### src/rtl/audio_arb_pkg.sv
// Shared types and elaboration-time helpers for the audio sample arbiter
// and its tick generator.
//   arb_state_e  : arbiter FSM encoding
//   idx_width()  : bits needed to hold an index 0..n-1, never less than 1
//   tick_period(): system clocks per output sample, floored, never less than 1
package audio_arb_pkg;

    typedef enum logic [0:0] {
        ARB_IDLE  = 1'b0,
        ARB_OWNED = 1'b1
    } arb_state_e;

    function automatic int idx_width(input int n);
        return (n <= 2) ? 1 : $clog2(n);
    endfunction

    function automatic int tick_period(input int clk_mhz, input int rate_hz);
        int p;
        p = (clk_mhz * 1_000_000) / rate_hz;
        return (p < 1) ? 1 : p;
    endfunction

endpackage

### src/rtl/sample_tick_gen.sv
// Sample-rate tick generator shared by the audio blocks.
// A free-running counter walks 0..P-1; tick is high for the single cycle in
// which the counter sits at P-1, then the counter wraps to 0.
// Ports:
//   clk   in   system clock
//   rst   in   asynchronous active-high reset (counter to 0)
//   tick  out  one-cycle pulse every P clocks
module sample_tick_gen
    import audio_arb_pkg::*;
#(
    parameter int clk_mhz        = 50,
    parameter int sample_rate_hz = 48000
) (
    input  logic clk,
    input  logic rst,
    output logic tick
);

    localparam int P  = tick_period(clk_mhz, sample_rate_hz);
    localparam int CW = idx_width(P);

    logic [CW-1:0] cnt_q, cnt_d;

    always_comb begin
        tick  = (cnt_q == CW'(P - 1));
        cnt_d = tick ? '0 : cnt_q + 1'b1;
    end

    always_ff @(posedge clk or posedge rst) begin
        if (rst) begin
            cnt_q <= '0;
        end else begin
            cnt_q <= cnt_d;
        end
    end

endmodule

### src/rtl/audio_sample_arbiter.sv
// Round-robin arbiter sharing one sample path between n_req producers.
// One transfer per sample tick; the owner keeps the grant while it streams
// and loses it after release_ticks consecutive ticks without a sample.
//
//   state     | meaning
//   ----------+--------------------------------------------------------
//   ARB_IDLE  | no owner, sound muted; next tick with any valid grants
//   ARB_OWNED | owner_q streams one sample per tick, others ignored
//
// Ports:
//   clk, rst    clock, asynchronous active-high reset
//   req_valid   per-requester sample available
//   req_sample  packed samples, requester i at [i*w_sample +: w_sample]
//   req_ready   per-requester accept (tick cycle, granted index only)
//   grant       one-hot owner, zero when idle
//   sound       sample to the audio output stage
//   sample_stb  pulse: sound re-presented this cycle
//   underrun    pulse: owner had no sample at the previous tick
module audio_sample_arbiter
    import audio_arb_pkg::*;
#(
    parameter int clk_mhz        = 50,
    parameter int sample_rate_hz = 48000,
    parameter int n_req          = 3,
    parameter int w_sample       = 16,
    parameter int release_ticks  = 4
) (
    input  logic                      clk,
    input  logic                      rst,
    input  logic [n_req-1:0]          req_valid,
    input  logic [n_req*w_sample-1:0] req_sample,
    output logic [n_req-1:0]          req_ready,
    output logic [n_req-1:0]          grant,
    output logic [w_sample-1:0]       sound,
    output logic                      sample_stb,
    output logic                      underrun
);

    localparam int IW = idx_width(n_req);
    localparam int UW = idx_width(release_ticks + 1);

    logic tick;

    sample_tick_gen #(
        .clk_mhz        (clk_mhz),
        .sample_rate_hz (sample_rate_hz)
    ) u_tick (
        .clk  (clk),
        .rst  (rst),
        .tick (tick)
    );

    arb_state_e          state_q, state_d;
    logic [IW-1:0]       owner_q, owner_d;
    logic [IW-1:0]       rr_q, rr_d;
    logic [UW-1:0]       urun_cnt_q, urun_cnt_d;
    logic [w_sample-1:0] sound_q, sound_d;
    logic                stb_q, stb_d;
    logic                underrun_q, underrun_d;

    logic                win_found;
    logic [IW-1:0]       win_idx;
    logic                accept;
    logic [IW-1:0]       acc_idx;
    logic [w_sample-1:0] sel_sample;

    // First valid requester searching upward from the rr pointer, wrapping.
    always_comb begin
        int j;
        j         = 0;
        win_found = 1'b0;
        win_idx   = rr_q;
        for (int k = 0; k < n_req; k++) begin
            j = int'(rr_q) + k;
            if (j >= n_req) j = j - n_req;
            if (!win_found && req_valid[IW'(j)]) begin
                win_found = 1'b1;
                win_idx   = IW'(j);
            end
        end
    end

    always_comb begin
        state_d    = state_q;
        owner_d    = owner_q;
        rr_d       = rr_q;
        urun_cnt_d = urun_cnt_q;
        sound_d    = sound_q;
        stb_d      = 1'b0;
        underrun_d = 1'b0;
        accept     = 1'b0;
        acc_idx    = owner_q;

        case (state_q)
            ARB_IDLE: begin
                sound_d = '0;
                if (tick && win_found) begin
                    accept     = 1'b1;
                    acc_idx    = win_idx;
                    owner_d    = win_idx;
                    urun_cnt_d = '0;
                    state_d    = ARB_OWNED;
                end
            end
            ARB_OWNED: begin
                if (tick) begin
                    if (req_valid[owner_q]) begin
                        accept     = 1'b1;
                        urun_cnt_d = '0;
                    end else begin
                        // Missed tick: sound is re-presented (or muted on release).
                        underrun_d = 1'b1;
                        stb_d      = 1'b1;
                        if (urun_cnt_q == UW'(release_ticks - 1)) begin
                            urun_cnt_d = '0;
                            sound_d    = '0;
                            rr_d       = (owner_q == IW'(n_req - 1)) ? '0 : owner_q + 1'b1;
                            state_d    = ARB_IDLE;
                        end else begin
                            urun_cnt_d = urun_cnt_q + 1'b1;
                        end
                    end
                end
            end
            default: begin
                state_d = ARB_IDLE;
            end
        endcase

        sel_sample = '0;
        for (int i = 0; i < n_req; i++) begin
            if (acc_idx == IW'(i)) sel_sample = req_sample[i*w_sample +: w_sample];
        end

        if (accept) begin
            sound_d = sel_sample;
            stb_d   = 1'b1;
        end
    end

    // The IDLE winner is shown on grant in its tick cycle so that req_ready
    // never asserts for an index that is not granted.
    always_comb begin
        for (int i = 0; i < n_req; i++) begin
            req_ready[i] = accept && (acc_idx == IW'(i));
            grant[i]     = (state_q == ARB_OWNED) ? (owner_q == IW'(i))
                                                  : (accept && (acc_idx == IW'(i)));
        end
    end

    always_ff @(posedge clk or posedge rst) begin
        if (rst) begin
            state_q    <= ARB_IDLE;
            owner_q    <= '0;
            rr_q       <= '0;
            urun_cnt_q <= '0;
            sound_q    <= '0;
            stb_q      <= 1'b0;
            underrun_q <= 1'b0;
        end else begin
            state_q    <= state_d;
            owner_q    <= owner_d;
            rr_q       <= rr_d;
            urun_cnt_q <= urun_cnt_d;
            sound_q    <= sound_d;
            stb_q      <= stb_d;
            underrun_q <= underrun_d;
        end
    end

    assign sound      = sound_q;
    assign sample_stb = stb_q;
    assign underrun   = underrun_q;

endmodule
### config.mk
export PLATFORM = sky130hd
export DESIGN_NAME = audio_sample_arbiter
export DESIGN_NICKNAME = d
export VERILOG_FILES = /design/src/rtl/audio_arb_pkg.sv /design/src/rtl/sample_tick_gen.sv /design/src/rtl/audio_sample_arbiter.sv
export SDC_FILE = /design/constraint.sdc
export NUM_CORES = 1
export LEC_CHECK = 0
export ABC_AREA = 1
export CORE_ASPECT_RATIO = 1.25
export CORE_MARGIN = 2
export CORE_UTILIZATION = 43
export CTS_CLUSTER_DIAMETER = 80
export DETAILED_ROUTE_END_ITERATION = 8
export PLACE_DENSITY = 0.77
export SLEW_MARGIN = 0
export SYNTH_ARGS = -nofsm -noshare
export SYNTH_HDL_FRONTEND = slang
export SYNTH_SLANG_ARGS = --single-unit
### constraint.sdc
create_clock -name clk -period 2.1 [get_ports clk]
set_input_delay 0.21 -clock clk [delete_from_list [all_inputs] [get_ports clk]]
set_output_delay 0.21 -clock clk [all_outputs]
set_load 0.1 [all_outputs]
==> impl_metrics.env <==
export IMPL_switchingPower_uw=392
export IMPL_p_per_area_nw_per_um2=377
export IMPL_r2r_start="rr_q[0]"
export IMPL_cp_max_fo=6
export IMPL_synth_area_sq_um=2640
export IMPL_fin_nets=548
export IMPL_hold_ws_ns=0.332
export IMPL_dp_hpwl_microns=5260
export IMPL_min_period_ns=2.57
export IMPL_die_w_microns=74.0
export IMPL_area_growth_pct=62.4
export IMPL_cts_htree_levels=2
export IMPL_synth_top_area_frac=0.351
export IMPL_pwr_share_clk=0.390
export IMPL_violations="setup timing"
export IMPL_post_route_util=0.731
export IMPL_critPathKind="flop to output port"
export IMPL_finalSetupViolCount=22
export IMPL_yosysUniqueCellTypes=36
export IMPL_tightest_slew_ns=0.470
export IMPL_ir_drop_mv=0.245
export IMPL_cts_clk_slew_worst_paths_ns=0.08
export IMPL_cp_start_kind="flop"
export IMPL_port_buffers=76
export IMPL_fin_crit_sh=1.22
export IMPL_core_area_sq_um=5860
export IMPL_track_usage=0.224
export IMPL_wl_per_cell_microns=12.9
export IMPL_synth_nets=421
export IMPL_num_rows=31
export IMPL_cp_startpoint="rr_q[1]"
export IMPL_synth_seq_area_share=0.351
export IMPL_via_per_inst=4.91
export IMPL_synth_cells_most_frequent="nand2_1 (121), inv_1 (44), dfrtp_1 (37)"
export IMPL_p_leak_nw=2.13
export IMPL_start_util=0.450
export IMPL_holdBufCountCts=0
export IMPL_pwr_share_seq=0.446
export IMPL_drive_gt1_frac=0.310
export IMPL_fmax_mhz=389
export IMPL_wirelength_microns=7390
export IMPL_final_antenna_net_count=0
export IMPL_drv_slew=0
export IMPL_grt_use_met2=0.382
export IMPL_synth_edf_count=0
export IMPL_clock_latency_ns=0.29
export IMPL_netlist_instances=362
export IMPL_finalHoldViolCount=0
export IMPL_synth_top_flop_cell="dfrtp_1"
export IMPL_cp_arrival_ns=2.36
export IMPL_rsz0062_at_grt="yes"
export IMPL_swShare=0.243
export IMPL_end_kind="output port"
export IMPL_post_place_ws_ns=-0.263
export IMPL_cts_sinks=37
export IMPL_dr_pass1_iters=4
export IMPL_cts_buffers=5
export IMPL_met1_usage=0.276
export IMPL_synthArstFlopShare=1.00
export IMPL_antenna_found_initial=0
export IMPL_ios=77
export IMPL_slew_headroom=0.686
export IMPL_antennaDiodeCount=0
export IMPL_tritoncts="built"
export IMPL_syn_avg_cell_area_sq_um=7.28
export IMPL_gr_usage_met3=0.0455
export IMPL_grt_overflow=0
export IMPL_combPwrFrac=0.164
export IMPL_yosysMostFrequentCell="nand2_1"
export IMPL_busiest_layer="met2"
export IMPL_dieHeight_microns=91.5
export IMPL_gp_congestion=0.924
export IMPL_drt_iter0_drc=131
export IMPL_critical_path_required_ns=1.89
export IMPL_grt_pass1_wl_microns=12200
export IMPL_synth_top_area_cell="dfrtp_1"
export IMPL_clock_skew_ns=0.0109
export IMPL_clockBufferDepth=2
export IMPL_first_global_vias=2806
export IMPL_ys_ff_latch=37
export IMPL_grt_max_degree=38
export IMPL_drcViolationCount=0
export IMPL_ys_warn_count=0
export IMPL_vias=2806
export IMPL_cap_violations=0
export IMPL_root_buffer="clkbuf_8"
export IMPL_status="finished, violations left"
export IMPL_p_int_mw=1.22
export IMPL_holdCritPathClass="input port to async pin"
export IMPL_synth_area_top_cells="dfrtp_1 (35%), nand2_1 (17%), inv_1 (6.3%)"
export IMPL_setup_ws_ns=-0.468
export IMPL_die_area_sq_um=6780
[state kept, by name (all words and copies together) (netlist names)]
name and cells:
state_q 1, sound 16, underrun 1, sample_stb 1, owner_q 2, rr_q 2, u_tick.cnt_q 11, urun_cnt_q 3
[cells by family after synthesis]
| logic type | share of synthesized area |
|---|---|
| compound gates | 0.0655 |
| xor+xnor | 0.00997 |
| fa+ha+maj | 0.0285 |
| buf+inv | 0.108 |
| flops | 0.351 |
| mux | 0.00380 |
| simple gates | 0.433 |
[final timing paths]
path	end	slack, ns	cells past startpoint
max	req_ready[1]	-0.47	14
min reg2reg	sound[14]	0.49	2
max in group asynchronous	sample_stb	1.43	3
min in group clk	sound[14]	0.49	2
max reg2reg	sound[2]	-0.20	18
min	sound[7]	0.33	3
[power by group through the flow]
stage / clock network [mW] / registers (mW) / logic, mW
after floorplan: 0 / 0.732 / 0.106
after global placement: 0 / 0.733 / 0.245
after detailed placement: 0 / 0.733 / 0.248
after CTS: 0.643 / 0.719 / 0.262
after global routing: 0.659 / 0.719 / 0.288
final: 0.628 / 0.719 / 0.265
[repair_timing]
item                                    CTS  global route
pin swaps                                17            18
gates resized for setup                  27            16
buffers inserted                          9             5
gates cloned                              1             1
endpoints found under the setup margin   22            25
[metal layers]
layer,up-vias,part of all wire
met2,66,0.53
met3,10,0.044
li1,1410,-
met4,0,0.014
met1,1320,0.41
met5,-,0
[cells in the final DEF (no fill, tap or decap), drive strengths merged]
cell,n
nand2,127
buf,76
clkdlybuf4s50,52
inv,52
dfrtp,37
nand3,36
nor2,28
o21ai,19
nand3b,15
nand4,9
clkbuf,7
nor3,6
ha,6
xor2,3
or2,2
o31ai,2
nor3b,2
a21oi,2
o211ai,1
o21a,1
a32o,1
nor4,1
o21bai,1
a21boi,1
mux2i,1
bufinv,1
clkinv,1
[cell type report]
class                   count  area (sq um)
clock inverters             2          38.8
flip-flops and latches     37           926
well taps                  82           103
clock buffers               6          72.6
inverters                  52           195
multi-input cells         264          1690
fillers                   422          1580
repair buffers            129          1250
[worst max-delay path, stage by stage, from the launching register on]
cell and delay (ns):
dfrtp_1 0.42, ha_4 0.29, inv_2 0.07, nand2_2 0.06, nand2_4 0.08, nand2_2 0.07
nor2_4 0.13, nand3_2 0.09, nand3_1 0.07, nand2_1 0.06, nand2_2 0.08, nand2_4 0.09
buf_12 0.14, nor3_4 0.20, buf_12 0.20
[metrics by stage]
| stage | cells | setup TNS [ns] | area (sq um) | total power, mW |
|---|---|---|---|---|
| after floorplan | 362 | -2.14 | 2750 | 0.838 |
| after global placement | 550 | -2.86 | 3850 | 0.978 |
| after detailed placement | 550 | -4.14 | 3850 | 0.981 |
| after CTS | 567 | -3.92 | 4160 | 1.62 |
| after global routing | 572 | -8.05 | 4280 | 1.67 |
| final | 572 | -4.91 | 4280 | 1.61 |
Power figures use the tool's default switching activity.
